`src/rtl/fifo_uart_tx.sv`:
```
// -----------------------------------------------------------------------------
// fifo_uart_tx
//
// Drain stage for an 8-deep x 8-bit synchronous FIFO. Pops one byte at a time
// and sends it on tx as an asynchronous serial frame:
//   start bit (0), 8 data bits LSB first, optional parity bit, 1 or 2 stop
//   bits (1).
// The FIFO is shared with an upstream writer, and a write inside the FIFO
// wins over a read in the same cycle. A read request that collides with a
// write is therefore held until it is actually accepted.
//
// Parameters
//   CLKS_PER_BIT  clk cycles per serial bit (2..65535)
//   STOP_BITS     number of stop bits (1 or 2)
//   PARITY_EN     1 = parity bit follows data bit 7
//   PARITY_ODD    0 = even parity, 1 = odd parity (only used with PARITY_EN)
//
// Ports
//   clk         in   system clock, rising edge
//   rst         in   synchronous, active-low reset
//   en          in   1 = new frames may start; a frame in flight always ends
//   fifo_empty  in   FIFO empty flag
//   fifo_we     in   FIFO write enable (the same signal that drives the FIFO)
//   fifo_dout   in   FIFO read data, valid the cycle after an accepted read
//   fifo_re     out  FIFO read enable (registered)
//   tx          out  serial line (registered, idles high)
//   busy        out  1 whenever the FSM is not idle
//   frame_done  out  1-cycle pulse in the last cycle of the final stop bit
//   bytes_sent  out  frames completed since reset, wraps 0xFFFF -> 0
// -----------------------------------------------------------------------------
module fifo_uart_tx #(
  parameter int unsigned CLKS_PER_BIT = 16,
  parameter int unsigned STOP_BITS    = 1,
  parameter int unsigned PARITY_EN    = 0,
  parameter int unsigned PARITY_ODD   = 0
) (
  input  logic        clk,
  input  logic        rst,
  input  logic        en,
  input  logic        fifo_empty,
  input  logic        fifo_we,
  input  logic [7:0]  fifo_dout,
  output logic        fifo_re,
  output logic        tx,
  output logic        busy,
  output logic        frame_done,
  output logic [15:0] bytes_sent
);

  typedef enum logic [2:0] {
    IDLE,
    REQ,
    LOAD,
    START,
    DATA,
    PARITY,
    STOP
  } state_t;

  localparam logic [15:0] BAUD_LAST = 16'(CLKS_PER_BIT - 1);
  localparam logic [2:0]  STOP_LAST = 3'(STOP_BITS - 1);
  localparam logic        USE_PAR   = (PARITY_EN != 0);
  localparam logic        PAR_ODD   = (PARITY_ODD != 0);

  state_t      state, state_nxt;
  logic [15:0] baud, baud_nxt;       // cycle within the current bit
  logic [2:0]  bit_cnt, bit_nxt;     // data bit index, reused as stop bit index
  logic [7:0]  shift, shift_nxt;     // bit 0 is the data bit on the line
  logic        parity_bit, parity_nxt;
  logic        tx_nxt;
  logic        re_nxt;
  logic [15:0] bytes_nxt;
  logic        baud_done;

  assign baud_done = (baud == BAUD_LAST);
  assign busy      = (state != IDLE);

  // ---------------------------------------------------------------------------
  // State and datapath registers
  // ---------------------------------------------------------------------------
  // NOTE: synchronous reset: rst is sampled only on the clock edge, so it sits
  // inside the clocked branch and is not in the sensitivity list. Every
  // register is reset, including the shift register, so a frame aborted by
  // reset leaves nothing behind.
  always_ff @(posedge clk) begin
    if (!rst) begin
      state      <= IDLE;
      baud       <= '0;
      bit_cnt    <= '0;
      shift      <= '0;
      parity_bit <= 1'b0;
      tx         <= 1'b1;
      fifo_re    <= 1'b0;
      bytes_sent <= '0;
    end else begin
      state      <= state_nxt;
      baud       <= baud_nxt;
      bit_cnt    <= bit_nxt;
      shift      <= shift_nxt;
      parity_bit <= parity_nxt;
      tx         <= tx_nxt;
      fifo_re    <= re_nxt;
      bytes_sent <= bytes_nxt;
    end
  end

  // ---------------------------------------------------------------------------
  // Next-state and next-value logic
  // tx is registered, so the value for the first cycle of a bit is computed
  // here on the edge that enters that bit.
  // ---------------------------------------------------------------------------
  // NOTE: every signal written in this block gets its default first, so no
  // path leaves a signal unassigned and no latch is inferred.
  always_comb begin
    state_nxt  = state;
    baud_nxt   = baud + 16'd1;
    bit_nxt    = bit_cnt;
    shift_nxt  = shift;
    parity_nxt = parity_bit;
    tx_nxt     = tx;
    re_nxt     = fifo_re;
    bytes_nxt  = bytes_sent;
    frame_done = 1'b0;

    unique case (state)
      IDLE: begin
        baud_nxt = '0;
        tx_nxt   = 1'b1;
        re_nxt   = 1'b0;
        if (en && !fifo_empty) begin
          re_nxt    = 1'b1;
          state_nxt = REQ;
        end
      end

      // The FIFO samples fifo_re on this edge. A simultaneous write makes the
      // FIFO drop the read, so the request is held until a write-free edge.
      // en is deliberately ignored: a pending read is never cancelled.
      REQ: begin
        baud_nxt = '0;
        if (!fifo_we) begin
          re_nxt    = 1'b0;
          state_nxt = LOAD;
        end
      end

      // fifo_dout is valid now (one cycle after the accepted read).
      LOAD: begin
        baud_nxt   = '0;
        shift_nxt  = fifo_dout;
        parity_nxt = (^fifo_dout) ^ PAR_ODD;
        tx_nxt     = 1'b0;
        state_nxt  = START;
      end

      START: begin
        if (baud_done) begin
          baud_nxt  = '0;
          bit_nxt   = '0;
          tx_nxt    = shift[0];
          state_nxt = DATA;
        end
      end

      DATA: begin
        if (baud_done) begin
          baud_nxt = '0;
          if (bit_cnt == 3'd7) begin
            bit_nxt = '0;
            if (USE_PAR) begin
              tx_nxt    = parity_bit;
              state_nxt = PARITY;
            end else begin
              tx_nxt    = 1'b1;
              state_nxt = STOP;
            end
          end else begin
            bit_nxt   = bit_cnt + 3'd1;
            shift_nxt = {1'b0, shift[7:1]};
            tx_nxt    = shift[1];
          end
        end
      end

      PARITY: begin
        if (baud_done) begin
          baud_nxt  = '0;
          bit_nxt   = '0;
          tx_nxt    = 1'b1;
          state_nxt = STOP;
        end
      end

      STOP: begin
        tx_nxt = 1'b1;
        if (baud_done) begin
          baud_nxt = '0;
          if (bit_cnt == STOP_LAST) begin
            frame_done = 1'b1;
            bytes_nxt  = bytes_sent + 16'd1;
            bit_nxt    = '0;
            state_nxt  = IDLE;
          end else begin
            bit_nxt = bit_cnt + 3'd1;
          end
        end
      end

      default: begin
        state_nxt = IDLE;
        tx_nxt    = 1'b1;
        re_nxt    = 1'b0;
      end
    endcase
  end

endmodule

```
`config.mk`:
```
export PLATFORM = sky130hd
export DESIGN_NAME = fifo_uart_tx
export DESIGN_NICKNAME = d
export VERILOG_FILES = /design/src/rtl/fifo_uart_tx.sv
export SDC_FILE = /design/constraint.sdc
export NUM_CORES = 1
export LEC_CHECK = 0
export CORE_MARGIN = 1
export CORE_UTILIZATION = 40
export DETAILED_ROUTE_END_ITERATION = 8
export PLACE_DENSITY = 0.65
export SYNTH_ARGS = -nofsm -noshare
export SYNTH_HDL_FRONTEND = slang
export SYNTH_SLANG_ARGS = --single-unit
```
`constraint.sdc`:
```
create_clock -name clk -period 5.4 [get_ports clk]
set_input_delay 1.35 -clock clk [delete_from_list [all_inputs] [get_ports clk]]
set_output_delay 1.35 -clock clk [all_outputs]
set_load 0.03 [all_outputs]
```
==> results of run 1 <==
per-layer routing:
metal | track usage [%] | vias to the layer above
li1 | - | 1070
met1 | 20.8 | 943
met2 | 28.2 | 24
met3 | 4.49 | 6
met4 | 5.36 | 0
met5 | 0 | -
worst max-delay path, delay by kind of cell, from the launching register on:
family | cells | cell delay, ns
AND/OR/NAND/NOR | 3 | 1.44
buffers and inverters | 1 | 0.71
flip-flops | 1 | 0.35
cells in the mapped netlist:
master / count / area [µm²]
clkbuf_1: 12 / 45.0
xnor2_1: 14 / 123
nor4_2: 4 / 50.1
a211o_1: 1 / 8.76
a211oi_1: 2 / 15.0
inv_1: 6 / 22.5
or4_4: 3 / 33.8
nor3_1: 6 / 30.0
or3_1: 3 / 18.8
a21oi_1: 9 / 45.0
buf_6: 1 / 11.3
maj3_1: 1 / 10.0
nor2_1: 28 / 105
and4_1: 4 / 35.0
and2_1: 14 / 87.6
or4_1: 2 / 15.0
or4b_1: 1 / 10.0
mux2i_1: 2 / 20.0
xor2_1: 15 / 131
o211ai_1: 4 / 30.0
nor2b_1: 5 / 31.3
nor3b_1: 1 / 7.51
nand4_1: 4 / 25.0
nand2_1: 20 / 75.1
nand3b_1: 2 / 15.0
nand2b_1: 7 / 43.8
nor4_4: 1 / 21.3
o221ai_1: 1 / 8.76
ha_1: 5 / 62.6
buf_2: 1 / 5.00
or2_2: 2 / 12.5
nand3_1: 20 / 100
or3b_1: 1 / 8.76
o221a_2: 7 / 78.8
buf_1: 1 / 3.75
and3_1: 5 / 31.3
a2bb2oi_1: 1 / 8.76
dfxtp_1: 48 / 961
a31oi_1: 1 / 6.26
and3b_1: 2 / 17.5
o21a_1: 7 / 52.6
o21ai_0: 5 / 25.0
o31ai_1: 2 / 15.0
nor4_1: 3 / 18.8
a21boi_0: 4 / 30.0
layout make-up:
| cell class | instances | area [µm²] |
|---|---|---|
| fillers | 572 | 3000 |
| multi-input cells | 219 | 1460 |
| flip-flops and latches | 48 | 961 |
| repair buffers | 34 | 335 |
| well taps | 75 | 93.8 |
| clock buffers | 5 | 68.8 |
| clock inverters | 3 | 42.5 |
| inverters | 6 | 22.5 |
state kept, by name, indices dropped and copies added (netlist names):
register and flops:
baud 16, fifo_re 1, bytes_sent 16, shift 8
tx 1, state 3, bit_cnt 3
power groups by stage:
stage               Sequential (mW)  Combinational, mW  Clock [mW]
finish                        0.437              0.183       0.265
CTS                           0.436              0.185       0.273
floorplan                     0.413              0.161           0
global placement              0.443              0.182           0
detailed placement            0.443              0.184           0
global route                  0.445              0.205       0.290
cell families (layout without fill, tap and decap cells):
kind of cell,count (synthesis),after routing
multiplexers,2,2
AO/OA/AOI/OAI,44,44
adder cells (fa/ha/maj),6,6
AND/OR/NAND/NOR,138,138
XOR/XNOR,29,29
buffers and inverters,21,48
flip-flops,48,48
worst paths after layout:
check,from,slack (ns),end,cells after the start
hold / removal,baud[0]$_SDFF_PN0_,0.46,baud[0]$_SDFF_PN0_,1
setup reg to reg,baud[12]$_SDFF_PN0_,2.66,baud[15]$_SDFF_PN0_,6
hold reg to reg,baud[0]$_SDFF_PN0_,0.46,baud[0]$_SDFF_PN0_,1
setup / recovery,baud[12]$_SDFF_PN0_,1.25,frame_done,4
==> metrics.cfg, run 1 <==
[run_status]
status=completed

[sta]
slew_viol_final=0
slew_headroom_pct=19.8
hold_ws_ns=0.463
max_freq_mhz=241
hold_viol=0
fin_crit_sh_pct=76.9
rsz0062_at_grt=no
tightest_slew_ns=1.20
fin_skew_ns=0.0128
fin_crit_ns=4.15
tns_ns=0
layout_setup_ws_ns=1.25
setup_viol=0

[final_layout]
diodes=0
final_common_cell=dfxtp_1
fin_cells=390
drive_gt1_share_pct=8.57
post-route-cell-area_mm2=0.00299
final_core_util_pct=49.9
area.growth.synth_to_final_pct=18.9
final_cell_mix=48 x dfxtp_1, 32 x clkdlybuf4s50_1, 28 x nor2_1
final_nets=332

[clock_tree]
clk_pin_slew_ns=0.09
numCtsBuffers=5
clk_path_buf_depth=2
cts-root-buf=clkbuf_8
cts_resized=0
cts_hold_buf=0
clock_latency_ns=0.31
clkSinkCount=48
htreeDepth=2
cts_tree=built
post_cts_buffers=0

[pwr]
seqPwrFrac_pct=49.4
switching_share_pct=30.7
pwr_density_cell_mw_per_mm2=296
p_int_mw=0.613
power_leakage_nw=1.06
comb_power_share_pct=20.7
power.share.clock_pct=29.9
ir_worst_vdd_uv=144
power_mw=0.885
power_switching_mw=0.272

[critical_path]
worstSetupPathType=flip-flop to output port
crit_slowest_cell=clkdlybuf4s50_1
cp_data_required_time_ns=4.05
critPathArrivalTime_ns=2.80
startpoint_type=flip-flop
slowest_delay_ns=0.71
cp_cell_sequence=or4_4 -> or4_1 -> nor2_1 -> clkdlybuf4s50_1
path_max_fanout=5
crit_path_end_kind=output port

[floorplanning]
die_height_um=81.3
fp.coreArea_mm2=0.00599
dieArea_mm2=0.00660
num_rows=28
start_util_pct=41.9
die_w_um=81.3
boundaryPins=33

[yosys]
ys_seq_area_share_pct=38.2
synth.mux.area_fraction_pct=0.797
synth_cell_types=45
synth_compound_area_share_pct=12.9
syn_inst=288
yosys_warnings=0
synth_xor_area_share_pct=10.1
synth.net_count=306
yosys_register_bits=48
synth_top_family_by_area=simple AND/OR/NAND/NOR gates
synth_area_per_cell_um2=8.72
synthAdderAreaFrac_pct=2.89
synth-simple-area-share_pct=31.6
syn_area_mm2=0.00251

[placed_design]
dp_hpwl_um=3520
dpl_cell_area_mm2=0.00288
place_inst=382
io_buffers=32
dp_slack_ns=1.56
gp_congestion=0.763

[worst_hold_path]
worstHoldPathType=flip-flop to flip-flop

[routing]
wirelength_met1_um=2490
met3_length_um=154
dr_wl_met2_um=2380
drtPass1Iterations=4
vias=2043
drc=0
wl_um=5090
post_drt_wl_per_cell_um=13.1
dr.max_layer_used=met4
drt_iter0_markers=90
vias_per_cell=5.24
final_antenna_net_count=0

[global_routing]
grt_util_all_layers_pct=16.8
grt_pass1_vias=1869
overflow=0
grt_pass1_wl_um=8520
grt_max_degree=40
antenna_found_initial=0

[job]
drv_cap=0

No activity file was read; power rests on OpenSTA's default activity.
==> run 2, diff against run 1 <==
clock period = 3.9 ns   (was 5.4 ns; I/O delays follow)
==> metrics.cfg, run 2 (synthesized netlist as in run 1, its figures left out) <==
[run_status]
status=completed

[critical_path]
startpoint_type=flip-flop
ff2ff_path_depth=6
startpoint=baud[4]$_SDFF_PN0_
timing.rr.start=baud[4]$_SDFF_PN0_
worstSetupPathType=flip-flop to output port
crit_cells=4
crit_slowest_cell=or4_1
crit_family=simple AND/OR/NAND/NOR gates
critPathBufInv=1
critPathArrivalTime_ns=2.42
r2r-end=baud[10]$_SDFF_PN0_
reg2reg_setup_slack_ns=1.19
crit_path_end_kind=output port
crit_path_end=frame_done
cp_cell_sequence=or4_4 -> or4_1 -> nor2_1 -> dlymetal6s2s_1
cp_data_required_time_ns=2.92
path_max_fanout=5
slowest_delay_ns=0.60

[placed_design]
dp_hpwl_um=3560
place_inst=385
gp_congestion=0.768
dpl_cell_area_mm2=0.00290
io_buffers=32

[clock_tree]
clk_path_buf_depth=2
cts-root-buf=clkbuf_8
numCtsBuffers=5
clk_pin_slew_ns=0.09
cts_tree=built
clock_latency_ns=0.30
htreeDepth=2
post_cts_buffers=0
clkSinkCount=48

[sta]
fin_skew_ns=0.00843
slew_viol_final=0
hold_viol=0
tightest_slew_ns=1.11
slew_headroom_pct=25.4
tns_ns=0
rsz0062_at_grt=no
fin_crit_ns=3.40
max_freq_mhz=294
setup_viol=0
fin_crit_sh_pct=87.1

[pwr]
power_leakage_nw=1.11
power_mw=1.26
ir_worst_vdd_uv=226
pwr_density_cell_mw_per_mm2=418

[final_layout]
final_cell_mix=48 x dfxtp_1, 31 x clkdlybuf4s50_1, 28 x nor2_1
area.growth.synth_to_final_pct=20.5
fin_cells=393
final_core_util_pct=50.5
drive_gt1_share_pct=9.43
final_nets=335
reg_top3=baud x16, bytes_sent x16, shift x8
post-route-cell-area_mm2=0.00303
diodes=0
final_common_cell=dfxtp_1

[worst_hold_path]
worstHoldPathType=flip-flop to flip-flop

[routing]
vias_per_cell=5.25
drc=0
drtPass1Iterations=6
post_drt_wl_per_cell_um=13.0
drt_iter0_markers=74
final_antenna_net_count=0
wl_um=5090
vias=2065

[floorplanning]
die_w_um=81.3
fp.coreArea_mm2=0.00599
start_util_pct=41.9
dieArea_mm2=0.00660
die_height_um=81.3
num_rows=28
boundaryPins=33

[global_routing]
grt_pass1_vias=1902
antenna_found_initial=0
grt_util_all_layers_pct=17.0
grt_pass1_wl_um=8560
overflow=0
grt_max_degree=25

[job]
drv_cap=0

-- run 2: cell count changes in the layout (fill, tap and decap cells not counted), sizes merged --
cell and delta:
buf +3, clkbuf +2, clkdlybuf4s50 -1, clkinv -1
clkinvlp -1, dlymetal6s2s +1
-- run 2: worst reg2reg max path, delay by kind of cell, from the launching register on --
kind	cells	cell delay, ns
buf+inv	1	0.25
compound gates	1	0.87
flops	1	0.36
simple gates	4	1.08
-- run 2: power by group --
| group | switching (mW) | leakage, nW | internal [mW] | total [mW] |
|---|---|---|---|---|
| sequential | 0.0249 | 0.389 | 0.535 | 0.560 |
| clock | 0.169 | 0.0645 | 0.226 | 0.396 |
| combinational | 0.173 | 0.655 | 0.136 | 0.309 |
| total | 0.367 | 1.11 | 0.897 | 1.26 |
-- run 2: repair_timing --
action | in CTS | in global routing
hold buffers | 0 | 0
gates resized for setup | 0 | 1
endpoints found under the setup margin | 0 | 1
-- run 2: how the worst min path moves through the flow --
stage | startpoint | end | slack, ns | cells past startpoint
final | baud[0]$_SDFF_PN0_ | baud[0]$_SDFF_PN0_ | 0.47 | 1
after global routing | bytes_sent[15]$_SDFFE_PN0P_ | bytes_sent[15]$_SDFFE_PN0P_ | 0.49 | 2
after CTS | baud[0]$_SDFF_PN0_ | baud[0]$_SDFF_PN0_ | 0.47 | 1
after detailed placement | baud[0]$_SDFF_PN0_ | baud[0]$_SDFF_PN0_ | 0.45 | 1
after global placement | baud[0]$_SDFF_PN0_ | baud[0]$_SDFF_PN0_ | 0.44 | 1
after floorplan | baud[0]$_SDFF_PN0_ | baud[0]$_SDFF_PN0_ | 0.43 | 1
-- run 2: routing by layer --
metal,vias up,GRT usage (%),routed length (µm)
met5,-,0,0
met4,0,5.89,70
met3,5,4.61,185
met2,36,28.2,2360
met1,951,21.0,2480
li1,1073,-,-
-- run 2: layout make-up --
type	count	area, µm²
timing repair buffer	37	360
clock inverter	1	30.0
multi-input combinational	219	1460
inverter	6	22.5
tap	75	93.8
fill	589	2960
clock buffer	7	96.3
sequential	48	961
-- run 2: stage by stage --
step / hold WS (ns) / setup slack (ns)
after global routing: 0.491 / 0.365
after global placement: 0.441 / 0.455
after CTS: 0.471 / 0.0915
final: 0.467 / 0.503
after detailed placement: 0.452 / 0.432
after floorplan: 0.426 / 0.920
